==> config.mk <==
export PLATFORM = sky130hd
export DESIGN_NAME = mem_req_initiator
export DESIGN_NICKNAME = d
export VERILOG_FILES = /design/src/rtl/mem_req_initiator.sv
export SDC_FILE = /design/constraint.sdc
export NUM_CORES = 1
export LEC_CHECK = 0
export CORE_ASPECT_RATIO = 1.2
export CORE_UTILIZATION = 30
export CTS_BUF_LIST = sky130_fd_sc_hd__clkbuf_16
export DETAILED_ROUTE_END_ITERATION = 16
export SLEW_MARGIN = 20
export SYNTH_ARGS = -nofsm -noshare
export SYNTH_HDL_FRONTEND = slang
export SYNTH_SLANG_ARGS = --single-unit
==> constraint.sdc <==
create_clock -name clk -period 5.21 [get_ports clk]
set_input_delay 0.7815 -clock clk [delete_from_list [all_inputs] [get_ports clk]]
set_output_delay 0.7815 -clock clk [all_outputs]
set_load 0.01 [all_outputs]
==> src/rtl/mem_req_initiator.sv <==
// mem_req_initiator: processor-side initiator for one port of the shared
// memory subsystem. Core load/store commands are queued in a small FIFO and
// issued one at a time as a memory transaction held until processor_resp.
// Each command returns exactly one response pulse, carrying load data or a
// timeout error, in command order.
module mem_req_initiator #(
    parameter int DATA_SIZE      = 2,
    parameter int ADDR_WIDTH     = 14,
    parameter int FIFO_DEPTH     = 4,
    parameter int TIMEOUT_CYCLES = 64,
    localparam int DW            = DATA_SIZE * 8
) (
    input  logic                  clk,
    input  logic                  reset_n,
    // core command interface
    input  logic                  cmd_valid,
    output logic                  cmd_ready,
    input  logic                  cmd_write,
    input  logic [ADDR_WIDTH-1:0] cmd_addr,
    input  logic [DW-1:0]         cmd_wdata,
    // core response interface
    output logic                  rsp_valid,
    output logic                  rsp_write,
    output logic [DW-1:0]         rsp_rdata,
    output logic                  rsp_error,
    // memory interface
    output logic                  processor_req,
    output logic                  mem_read_req,
    output logic                  mem_write_req,
    output logic [ADDR_WIDTH-1:0] addr,
    output logic [DW-1:0]         mem_write_data,
    input  logic [DW-1:0]         mem_read_data,
    input  logic                  processor_resp
);

    localparam int PW = $clog2(FIFO_DEPTH);
    localparam int CW = PW + 1;
    localparam int EW = 1 + ADDR_WIDTH + DW;
    localparam int TW = $clog2(TIMEOUT_CYCLES) + 1;

    localparam logic [PW-1:0] PTR_ONE  = {{(PW-1){1'b0}}, 1'b1};
    localparam logic [CW-1:0] CNT_ONE  = {{(CW-1){1'b0}}, 1'b1};
    localparam logic [CW-1:0] CNT_FULL = CW'(FIFO_DEPTH);
    localparam logic [TW-1:0] TMO_ONE  = {{(TW-1){1'b0}}, 1'b1};
    localparam logic [TW-1:0] TMO_LAST = TW'(TIMEOUT_CYCLES - 32'sd1);

    typedef enum logic [1:0] {
        ST_IDLE    = 2'd0,
        ST_REQ     = 2'd1,
        ST_RELEASE = 2'd2
    } state_t;

    // command FIFO storage: {write, addr, wdata} per entry
    logic [EW-1:0]         fifo_mem_r [FIFO_DEPTH];
    logic [PW-1:0]         wr_ptr_r;
    logic [PW-1:0]         rd_ptr_r;
    logic [CW-1:0]         count_r;
    logic [CW-1:0]         count_next_s;
    logic                  ready_r;
    logic                  push_s;
    logic                  pop_s;
    logic                  empty_s;

    logic [EW-1:0]         head_s;
    logic                  head_write_s;
    logic [ADDR_WIDTH-1:0] head_addr_s;
    logic [DW-1:0]         head_wdata_s;

    state_t                state_r;
    logic [TW-1:0]         tmo_cnt_r;

    // cmd_ready comes straight from a register, so it never depends on cmd_valid
    assign cmd_ready = ready_r;

    assign empty_s = (count_r == {CW{1'b0}});
    assign push_s  = cmd_valid && ready_r;
    assign pop_s   = (state_r == ST_IDLE) && !empty_s;

    assign head_s       = fifo_mem_r[rd_ptr_r];
    assign head_write_s = head_s[EW-1];
    assign head_addr_s  = head_s[EW-2 -: ADDR_WIDTH];
    assign head_wdata_s = head_s[DW-1:0];

    // next FIFO occupancy from this cycle's push/pop
    always_comb begin
        count_next_s = count_r;
        case ({push_s, pop_s})
            2'b10:   count_next_s = count_r + CNT_ONE;
            2'b01:   count_next_s = count_r - CNT_ONE;
            default: count_next_s = count_r;
        endcase
    end

    // FIFO storage, power-of-two wrapping pointers, occupancy and ready flag
    always_ff @(posedge clk or negedge reset_n) begin
        if (!reset_n) begin
            wr_ptr_r <= {PW{1'b0}};
            rd_ptr_r <= {PW{1'b0}};
            count_r  <= {CW{1'b0}};
            ready_r  <= 1'b0;
            for (int i = 0; i < FIFO_DEPTH; i++) begin
                fifo_mem_r[i] <= {EW{1'b0}};
            end
        end else begin
            if (push_s) begin
                fifo_mem_r[wr_ptr_r] <= {cmd_write, cmd_addr, cmd_wdata};
                wr_ptr_r             <= wr_ptr_r + PTR_ONE;
            end
            if (pop_s) begin
                rd_ptr_r <= rd_ptr_r + PTR_ONE;
            end
            count_r <= count_next_s;
            ready_r <= (count_next_s != CNT_FULL);
        end
    end

    // transaction FSM with registered memory and response outputs
    always_ff @(posedge clk or negedge reset_n) begin
        if (!reset_n) begin
            state_r        <= ST_IDLE;
            tmo_cnt_r      <= {TW{1'b0}};
            processor_req  <= 1'b0;
            mem_read_req   <= 1'b0;
            mem_write_req  <= 1'b0;
            addr           <= {ADDR_WIDTH{1'b0}};
            mem_write_data <= {DW{1'b0}};
            rsp_valid      <= 1'b0;
            rsp_write      <= 1'b0;
            rsp_rdata      <= {DW{1'b0}};
            rsp_error      <= 1'b0;
        end else begin
            // response fields are only non-zero during the single pulse cycle
            rsp_valid <= 1'b0;
            rsp_write <= 1'b0;
            rsp_rdata <= {DW{1'b0}};
            rsp_error <= 1'b0;

            case (state_r)
                ST_IDLE: begin
                    tmo_cnt_r <= {TW{1'b0}};
                    if (pop_s) begin
                        processor_req  <= 1'b1;
                        mem_read_req   <= !head_write_s;
                        mem_write_req  <= head_write_s;
                        addr           <= head_addr_s;
                        mem_write_data <= head_write_s ? head_wdata_s : {DW{1'b0}};
                        state_r        <= ST_REQ;
                    end
                end

                ST_REQ: begin
                    tmo_cnt_r <= tmo_cnt_r + TMO_ONE;
                    // a response on the final allowed cycle still completes normally
                    if (processor_resp) begin
                        rsp_valid      <= 1'b1;
                        rsp_write      <= mem_write_req;
                        rsp_rdata      <= mem_write_req ? {DW{1'b0}} : mem_read_data;
                        processor_req  <= 1'b0;
                        mem_read_req   <= 1'b0;
                        mem_write_req  <= 1'b0;
                        addr           <= {ADDR_WIDTH{1'b0}};
                        mem_write_data <= {DW{1'b0}};
                        state_r        <= ST_RELEASE;
                    end else if (tmo_cnt_r == TMO_LAST) begin
                        rsp_valid      <= 1'b1;
                        rsp_write      <= mem_write_req;
                        rsp_error      <= 1'b1;
                        processor_req  <= 1'b0;
                        mem_read_req   <= 1'b0;
                        mem_write_req  <= 1'b0;
                        addr           <= {ADDR_WIDTH{1'b0}};
                        mem_write_data <= {DW{1'b0}};
                        state_r        <= ST_RELEASE;
                    end
                end

                ST_RELEASE: begin
                    // wait out any lingering resp level so it cannot complete the next command
                    if (!processor_resp) begin
                        tmo_cnt_r <= {TW{1'b0}};
                        state_r   <= ST_IDLE;
                    end
                end

                default: begin
                    tmo_cnt_r      <= {TW{1'b0}};
                    processor_req  <= 1'b0;
                    mem_read_req   <= 1'b0;
                    mem_write_req  <= 1'b0;
                    addr           <= {ADDR_WIDTH{1'b0}};
                    mem_write_data <= {DW{1'b0}};
                    state_r        <= ST_IDLE;
                end
            endcase
        end
    end

endmodule

Word level (Yosys, flattened, before mapping):

Index checks and enable logic that the tools add are counted.

* flip-flop bits (word level): 193
* latch bits: 0
* memory bits (writable): 0
* bits in read-only memories: 0
* input bits: 51
* word-level logic and storage cells: 90
* memories kept: 0

* $add $sub $neg: 5
* $mul: 0
* divide/modulo/power cells: 0
* order comparisons: 3
* eq/ne operators: 9
* shift-type cells: 0
* muxes and demuxes: 42
* bitwise gates (word level): 3
* reduce and logical (&&, ||, !) cells: 9

Operator list (count)
* bitwise mux 124 bit: 1
* 2-to-1 mux 16 bit: 7
* 2-to-1 mux 31 bit: 3
* binary-select mux 31 bit (select 2 bit): 1
* demux 31 bit (select 2 bit): 1
* case mux 16 bit (3 select lines): 1
* 2-to-1 mux 14 bit: 3
* case mux 14 bit (3 select lines): 1
* case mux 7 bit (2 select lines): 1
* 2-to-1 mux 1 bit: 13
* case mux 1 bit (3 select lines): 3
* 2-to-1 mux 2 bit: 4
* adder 7 x 1 -> 7 bit (second input constant): 1
* == test 7 x 6 -> 1 bit (second input constant): 1
* 2-to-1 mux 7 bit: 1
* greater-or-equal comparator 3 bit (second input constant): 2
* != test 3 bit (second input constant): 2
* NOT 2 -> 3 bit: 2
* case mux 2 bit (3 select lines): 1
* case mux 3 bit (2 select lines): 1
* AND reduction 3 bit: 2
* adder 2 x 1 -> 2 bit (second input constant): 2
* == test 2 x 1 -> 1 bit (second input constant): 2
* == test 2 bit (second input constant): 2
* other kinds (9): 13

Longest topological paths before layout:

Gate-level depths: netlist (run 1).

* depth in word-level cells: 7
* depth in mapped cells: 10
* mapped depth without buffers: 9

Worst setup path before layout (run 1):

No wires, ideal clock.

* kind: register -> register
* start point: register state_r[1]
* end point: register ready_r, in the netlist cmd_ready
* setup time: 0.124 ns
* arrival time: 2.180 ns
* setup slack: 2.905 ns
* cell stages (with the launch flop): 11
* clock period less this slack: 2.305 ns
* cell sequence: dfrtp_1 > or2_1 > nor2_4 > buf_2 > ha_1 > inv_1 > fa_1 > xor2_1 > nor2_1 > xor2_1 > nand2_1

* longest elaborated chain between the ends: 5
* elaborated cells on any way between the ends: 6

Ends and longest elaborated chain
* from (decl): RTL line 69 `state_t state_r;`
* from (signal assigned): RTL line 120 `state_r <= ST_IDLE;`
* from (signal assigned): RTL line 147 `state_r <= ST_REQ;`
* from (signal assigned): RTL line 163 `state_r <= ST_RELEASE;`
* zero test 2 bit (*): RTL line 77 `assign pop_s = (state_r == ST_IDLE) && !empty_s;`
* logical AND 1 bit (*): RTL line 77
* net pop_s: RTL line 61 `logic pop_s;`
* == test 2 x 1 -> 1 bit / == test 2 bit (equally long branches): RTL line 87 `case ({push_s, pop_s})`
* case mux 3 bit (2 select lines) (*): RTL line 87
* net count_next_s[2]: RTL line 58 `logic [CW-1:0] count_next_s;`
* != test 3 bit (*): RTL line 113 `ready_r <= (count_next_s != CNT_FULL);`
* to (signal assigned): RTL line 113
* to (decl): RTL line 59 `logic ready_r;`

Mark *: on every way through the listed nets, which the timed path passes. The rest lies on a longest branch.
A chain may end at the register's enable or synchronous reset.

Worst setup path in the final report (run 1):

* start point: input port cmd_valid
* end point: register fifo_mem_r[50] (netlist bit)

* longest elaborated chain between the ends: 1

Ends and longest elaborated chain
* from (decl): RTL line 16 `input logic cmd_valid,`
* logical AND 1 bit: RTL line 76 `assign push_s = cmd_valid && ready_r;`
* to (signal, indexed assignment): RTL line 102 `fifo_mem_r[i] <= {EW{1'b0}};`
* to (signal, indexed assignment): RTL line 106 `fifo_mem_r[wr_ptr_r] <= {cmd_write, cmd_addr, cmd_wdata};`
* to (decl): RTL line 54 `logic [EW-1:0] fifo_mem_r [FIFO_DEPTH];`

Every way passes these cells.

==> reports/qor.csv, run 1 <==
stage;metric;value;unit
run_status;status;completed;
layout;most frequent cells in the layout;191 x dfrtp_1, 125 x mux2_1, 102 x clkdlybuf4s50_1;
layout;layout net count;655;
layout;register area;4830;um2
die;Chip Width;152;um
power_and_ir_drop;switching fraction of total power;0.331;
sta;Max Freq;387;MHz
setup_path;worst-path maximum fanout;18;
grt;number of global-route vias before repair;5258;
layout;most common cell after layout, fill and taps aside;dfrtp_1;
die;Row Count;65;
clock_network;post_cts resized;0;
setup_path;crit end category;flip-flop;
synthesis;Post-Synth XOR/XNOR Area;0.00652;
layout;Finished Layout Cells;944;
die;core area;26400;um2
clock_network;Worst-Skew Late Latency;0.43;ns
job;Max-Cap Viols;0;
synthesis;synth warn;0;
synthesis;Synth Area in Simple Gates;0.0354;
power_and_ir_drop;Seq pwr share;0.427;
clock_network;H-tree lvl count;4;
clock_network;CTS root buf;clkbuf_16;
sta;Period Utilization, post-route;0.496;
synthesis;combinational family with the most area after synthesis;multiplexers;
power_and_ir_drop;Power Dens Cells;611;nW/um2
sta;Worst Tran Pin Value;0.945;ns
setup_path;CP Launch Type;input port;
clock_network;TritonCTS clock tree;built;
place;dpl hpwl;11300;um
routing;First DRT Iteration DRCs;172;
clock_network;Clock transition at path regs;0.08;ns
sta;max-slew violation count;0;
clock_network;CTS buffer count;17;
power_and_ir_drop;Internal Power;0.00409;W
setup_path;worst-case reg-to-reg path depth;2;
setup_path;Critical Path RT;5.52;ns
place;gpl congestion;0.715;
routing;Residual DRC;0;
sta;Slew headroom;0.370;
die;die area;27500;um2
synthesis;Synth cell types;43;
power_and_ir_drop;LEAKAGE;4.21;nW
power_and_ir_drop;power share of the clock group;0.217;
power_and_ir_drop;combinational share of power;0.355;
synthesis;ys flop type;dfrtp_1;
sta;fin crit period;2.59;ns
grt;Congestion Overflow GR;0;
routing;Routed WL;18000;um
layout;Layout area overhead;24.3;%
sta;# setup viols final;0;
sta;unrepaired setup endpoints after global routing;no;
synthesis;Syn Area/Cell;16.1;um2
synthesis;synthesized cell area;8050;um2
clock_network;Post-CTS Hold Buffers;0;
routing;Routed Antenna Nets;0;
layout;Core Util, Final;0.380;
routing;Vias;4627;
layout;Antenna Diode Count;0;
routing;wire per inst;19.1;um
sta;setup TNS;0;ns
clock_network;post-CTS setup buffers;0;
sta;Final Skew;0.0135;ns
synthesis;post-synthesis sequential area ratio;0.600;
place;I/O Buffers;103;
sta;Final Hold Fails;0;
grt;initial antenna violation count;0;
power_and_ir_drop;Power Total;0.00612;W
setup_path;Worst Setup Path Type;in -> reg;
synthesis;cell count after synthesis;499;
synthesis;EDFF count, synth;0;
die;Ports;104;
die;Initial Util;0.306;
die;Die Height;181;um
grt;global-route wire length before repair;29200;um
synthesis;post-synthesis compound-gate area fraction;0.0533;
layout;share of cells above drive strength 1;0.115;
synthesis;number of synthesized register bits;193;
place;dpl cells;913;
power_and_ir_drop;worst vdd ir;347;uV
grt;All-Layer GR Usage;0.141;
power_and_ir_drop;Net Sw Power;0.00203;W
clock_network;clock sink count;193;
routing;vias per cell;4.90;
layout;area of the multi-input gates;3060;um2
synthesis;post-synthesis mux area share;0.269;
synthesis;syn nets;557;
setup_path;Critical Path AT;2.90;ns
grt;largest net degree at the start of global routing;115;
routing;DRT Pass-1 Iters;4;
synthesis;FFs w/ async S/R, synth;1.00;
worst_hold_path;Hold Crit Class;in -> async;
clock_network;CTS Buffer Depth;2;
layout;Fillers;2512;
synthesis;adder-cell share of the synthesized area;0.0118;
[per-layer routing]
metal,routed length (um),track usage,vias to the layer above
met2,9120,0.239,91
met4,257,0.0483,0
li1,-,-,2054
met5,0,0,-
met3,708,0.0324,21
met1,7940,0.174,2461
[critical path, stage by stage]
cell	delay, ns
clkdlybuf4s50_1	0.66
nand3_2	0.62
buf_4	0.47
mux2_1	0.35
[Yosys cell counts, types with 3 or more instances]
cell | instances | area, um2
a22o_1 | 16 | 140
a32o_1 | 16 | 160
and2_1 | 17 | 106
buf_1 | 9 | 33.8
buf_2 | 9 | 45.0
buf_6 | 3 | 33.8
clkbuf_1 | 3 | 11.3
dfrtp_1 | 193 | 4830
ha_1 | 6 | 75.1
inv_1 | 5 | 18.8
mux2_1 | 125 | 1410
mux4_1 | 10 | 263
mux4_2 | 21 | 473
nand2_1 | 8 | 30.0
nand3_1 | 5 | 25.0
nor2_1 | 4 | 15.0
o21ai_0 | 3 | 15.0
o21ai_1 | 8 | 40.0
xnor2_1 | 3 | 26.3
xor2_1 | 3 | 26.3
[area by class of cell]
class	count	share of cell area
clock buffers	17	0.0425
clock inverters	14	0.0167
inverters	6	0.00225
multi-input cells	271	0.306
flip-flops and latches	193	0.483
well taps	335	0.0419
repair buffers	108	0.108
[state kept, by name, summed over array words and instances (netlist names)]
signal and flops:
wr_ptr_r 2, rsp_rdata 16, count_r 3, rsp_write 1
state_r 2, mem_write_req 1, cmd_ready 1, processor_req 1
rsp_error 1, fifo_mem_r 124, addr 14, mem_write_data 16
rd_ptr_r 2, mem_read_req 1, rsp_valid 1, tmo_cnt_r 7
[stage by stage]
step	setup WS [ns]	hold WS [ns]	cell area, um2
after floorplan	2.91	0.449	8050
after global placement	2.12	0.465	9400
after detailed placement	2.05	0.473	9400
after CTS	2.52	0.490	10000
after global routing	2.47	0.499	10000
final	2.62	0.445	10000
[worst paths after layout]
check	endpoint	slack [ns]	start
max in group asynchronous	mem_write_data[10]$_DFFE_PN0P_	3.82	reset_n
setup / recovery	fifo_mem_r[50]$_DFFE_PN0P_	2.62	cmd_valid
hold / removal	fifo_mem_r[65]$_DFFE_PN0P_	0.44	reset_n
setup reg to reg	mem_write_data[7]$_DFFE_PN0P_	2.95	rd_ptr_r[0]$_DFFE_PN0P_
min in group clk	fifo_mem_r[108]$_DFFE_PN0P_	0.48	fifo_mem_r[108]$_DFFE_PN0P_
hold reg to reg	fifo_mem_r[108]$_DFFE_PN0P_	0.48	fifo_mem_r[108]$_DFFE_PN0P_
[logic make-up (layout without fill, tap and decap cells)]
logic type / Yosys count / after routing
AOI/OAI and AO/OA: 51 / 51
xor gates and xnor gates: 6 / 6
adders and majority gates: 7 / 7
buffers and inverters: 35 / 145
DFF: 193 / 193
muxes: 158 / 158
and+or+nand+nor: 49 / 49
[power by group through the flow]
stage,sequential (W),combinational [W],clock [W]
final,0.00262,0.00218,0.00133
after global routing,0.00271,0.00238,0.00143
after detailed placement,0.00266,0.00222,0
after CTS,0.00263,0.00223,0.00137
after global placement,0.00259,0.00212,0
after floorplan,0.00247,0.00163,0
Note: power is estimated with default switching activity, not from simulation.
==> inputs of run 2 (changes only) <==
- clock period: 5.21 -> 2.4 ns (I/O delays scaled with it)
==> reports/qor.csv, run 2 (synthesis gave the netlist of run 1 again) <==
stage;metric;value;unit
clock_network;H-tree lvl count;4;
grt;All-Layer GR Usage;0.141;
power_and_ir_drop;LEAKAGE;4.31;nW
layout;Finished Layout Cells;961;
setup_path;worst-path maximum fanout;7;
layout;Antenna Diode Count;0;
layout;share of cells above drive strength 1;0.133;
layout;largest registers;fifo_mem_r: 124 flops, mem_write_data: 16 flops, rsp_rdata: 16 flops;
clock_network;CTS root buf;clkbuf_16;
power_and_ir_drop;worst vdd ir;494;uV
setup_path;CP max stage cell;dfrtp_1;
setup_path;Worst Setup Path Type;reg -> reg;
layout;most frequent cells in the layout;191 x dfrtp_1, 125 x mux2_1, 102 x clkdlybuf4s50_1;
clock_network;post-CTS setup buffers;0;
routing;wl on met1;7740;um
place;gpl congestion;0.718;
power_and_ir_drop;Seq pwr share;0.412;
layout;most common cell after layout, fill and taps aside;dfrtp_1;
routing;First DRT Iteration DRCs;205;
sta;# setup viols final;0;
layout;max FFs per register;124;
sta;fin crit period;2.14;ns
routing;Routed Antenna Nets;0;
layout;Largest Register;fifo_mem_r;
routing;Residual DRC;0;
setup_path;crit end category;flip-flop;
grt;initial antenna violation count;0;
sta;unrepaired setup endpoints after global routing;no;
power_and_ir_drop;switching fraction of total power;0.323;
routing;Met2 Wirelength;9510;um
sta;Final Hold Fails;0;
clock_network;TritonCTS clock tree;built;
clock_network;clock sink count;193;
clock_network;Post-CTS Hold Buffers;1;
sta;Period Utilization, post-route;0.892;
grt;number of global-route vias before repair;5247;
worst_hold_path;Hold Crit Class;in -> reg;
sta;Slew headroom;0.540;
power_and_ir_drop;power share of the clock group;0.210;
die;die area;27500;um2
grt;Congestion Overflow GR;0;
power_and_ir_drop;Power Dens Cells;1310;nW/um2
setup_path;Largest delay share family, worst path;simple AND/OR/NAND/NOR gates;
setup_path;crit-path max cell delay;0.43;ns
sta;Max Freq;467;MHz
die;Initial Util;0.306;
clock_network;CTS Buffer Depth;2;
layout;area of the multi-input gates;3050;um2
clock_network;CTS buffer count;17;
clock_network;Clock transition at path regs;0.07;ns
run_status;status;completed;
job;Max-Cap Viols;0;
grt;global-route wire length before repair;29200;um
sta;Final Skew;0.00963;ns
setup_path;Buf+Inv Stages, Crit Path;1;
die;Chip Width;152;um
place;I/O Buffers;103;
place;dpl cells;928;
routing;uppermost layer routed;met4;
clock_network;post_cts resized;0;
sta;setup TNS;0;ns
layout;layout net count;671;
layout;register area;4830;um2
sta;Worst Tran Pin Value;0.690;ns
power_and_ir_drop;Internal Power;0.00900;W
setup_path;CP Launch Type;flip-flop;
die;core area;26400;um2
setup_path;Critical Path AT;2.45;ns
power_and_ir_drop;Net Sw Power;0.00430;W
grt;largest net degree at the start of global routing;73;
routing;DRT Pass-1 Iters;4;
layout;Fillers;2505;
die;Die Height;181;um
clock_network;Worst-Skew Late Latency;0.43;ns
routing;Routed WL;18100;um
place;dpl hpwl;11900;um
routing;Met3 Wirelength;669;um
setup_path;Critical Path RT;2.71;ns
power_and_ir_drop;combinational share of power;0.378;
setup_path;worst-path cell chain;or2_1 -> nor2_4 -> ha_1 -> inv_1 -> fa_1 -> xor2_1 -> nor2_1 -> xor2_1 -> nand2_1;
layout;Layout area overhead;26.4;%
die;Ports;104;
sta;max-slew violation count;0;
die;Row Count;65;
routing;wire per inst;18.9;um
routing;Vias;4711;
routing;vias per cell;4.90;
setup_path;cell mode on critical path;xor2_1;
[run 2: per-layer routing]
metal  GRT usage  up-vias
li1            -     2083
met1       0.175     2526
met2       0.244       84
met3      0.0284       18
met4      0.0404        0
met5           0        -
[run 2: cell type report]
| cell class | instances | share of cell area |
|---|---|---|
| Sequential cell | 193 | 0.475 |
| Inverter | 6 | 0.00221 |
| Clock buffer | 17 | 0.0418 |
| Clock inverter | 15 | 0.0152 |
| Multi-Input combinational cell | 271 | 0.299 |
| Timing Repair Buffer | 124 | 0.126 |
| Tap cell | 335 | 0.0412 |
[run 2: power by group through the flow]
stage               clock network (W)  registers [W]  logic, W
floorplan                           0        0.00536   0.00353
global placement                    0        0.00540   0.00496
detailed placement                  0        0.00555   0.00516
CTS                           0.00288        0.00550   0.00518
global route                  0.00301        0.00568   0.00551
finish                        0.00279        0.00548   0.00503
[run 2: metrics by stage]
stage / worst slack [ns] / power, W / area [um2] / hold slack (ns) / util
2_1_floorplan: 0.0953 / 0.00889 / 8050 / 0.0644 / -
3_3_place_gp: 0.148 / 0.0104 / 9590 / 0.412 / 0.364
3_5_place_dp: 0.105 / 0.0107 / 9590 / 0.422 / 0.364
4_1_cts: 0.245 / 0.0136 / 10200 / 0.466 / 0.386
5_1_grt: 0.101 / 0.0142 / 10200 / 0.479 / 0.386
6_report: 0.259 / 0.0133 / 10200 / 0.484 / 0.386
[run 2: worst paths after layout]
path / startpoint / endpoint / slack (ns) / depth (start not counted)
max: state_r[0]$_DFFE_PN0P_ / cmd_ready$_DFF_PN0_ / 0.26 / 9
min in group asynchronous: reset_n / fifo_mem_r[6]$_DFFE_PN0P_ / 0.52 / 3
min reg2reg: fifo_mem_r[75]$_DFFE_PN0P_ / fifo_mem_r[75]$_DFFE_PN0P_ / 0.49 / 1
min: mem_read_data[15] / rsp_rdata[15]$_DFF_PN0_ / 0.48 / 2
max reg2reg: state_r[0]$_DFFE_PN0P_ / cmd_ready$_DFF_PN0_ / 0.26 / 9
max in group asynchronous: reset_n / fifo_mem_r[57]$_DFFE_PN0P_ / 1.24 / 3
[run 2: worst reg2reg max path, cell delays in order, from the launching register on]
cell	delay, ns
dfrtp_1	0.43
or2_1	0.32
nor2_4	0.14
ha_1	0.18
inv_1	0.06
fa_1	0.37
xor2_1	0.15
nor2_1	0.11
xor2_1	0.20
nand2_1	0.08
==> inputs of run 3 (changes only) <==
- CTS_CLUSTER_DIAMETER: default -> 40
==> results of run 3 <==
Same layout as run 2: the final DEF is identical, and so are final timing and power.
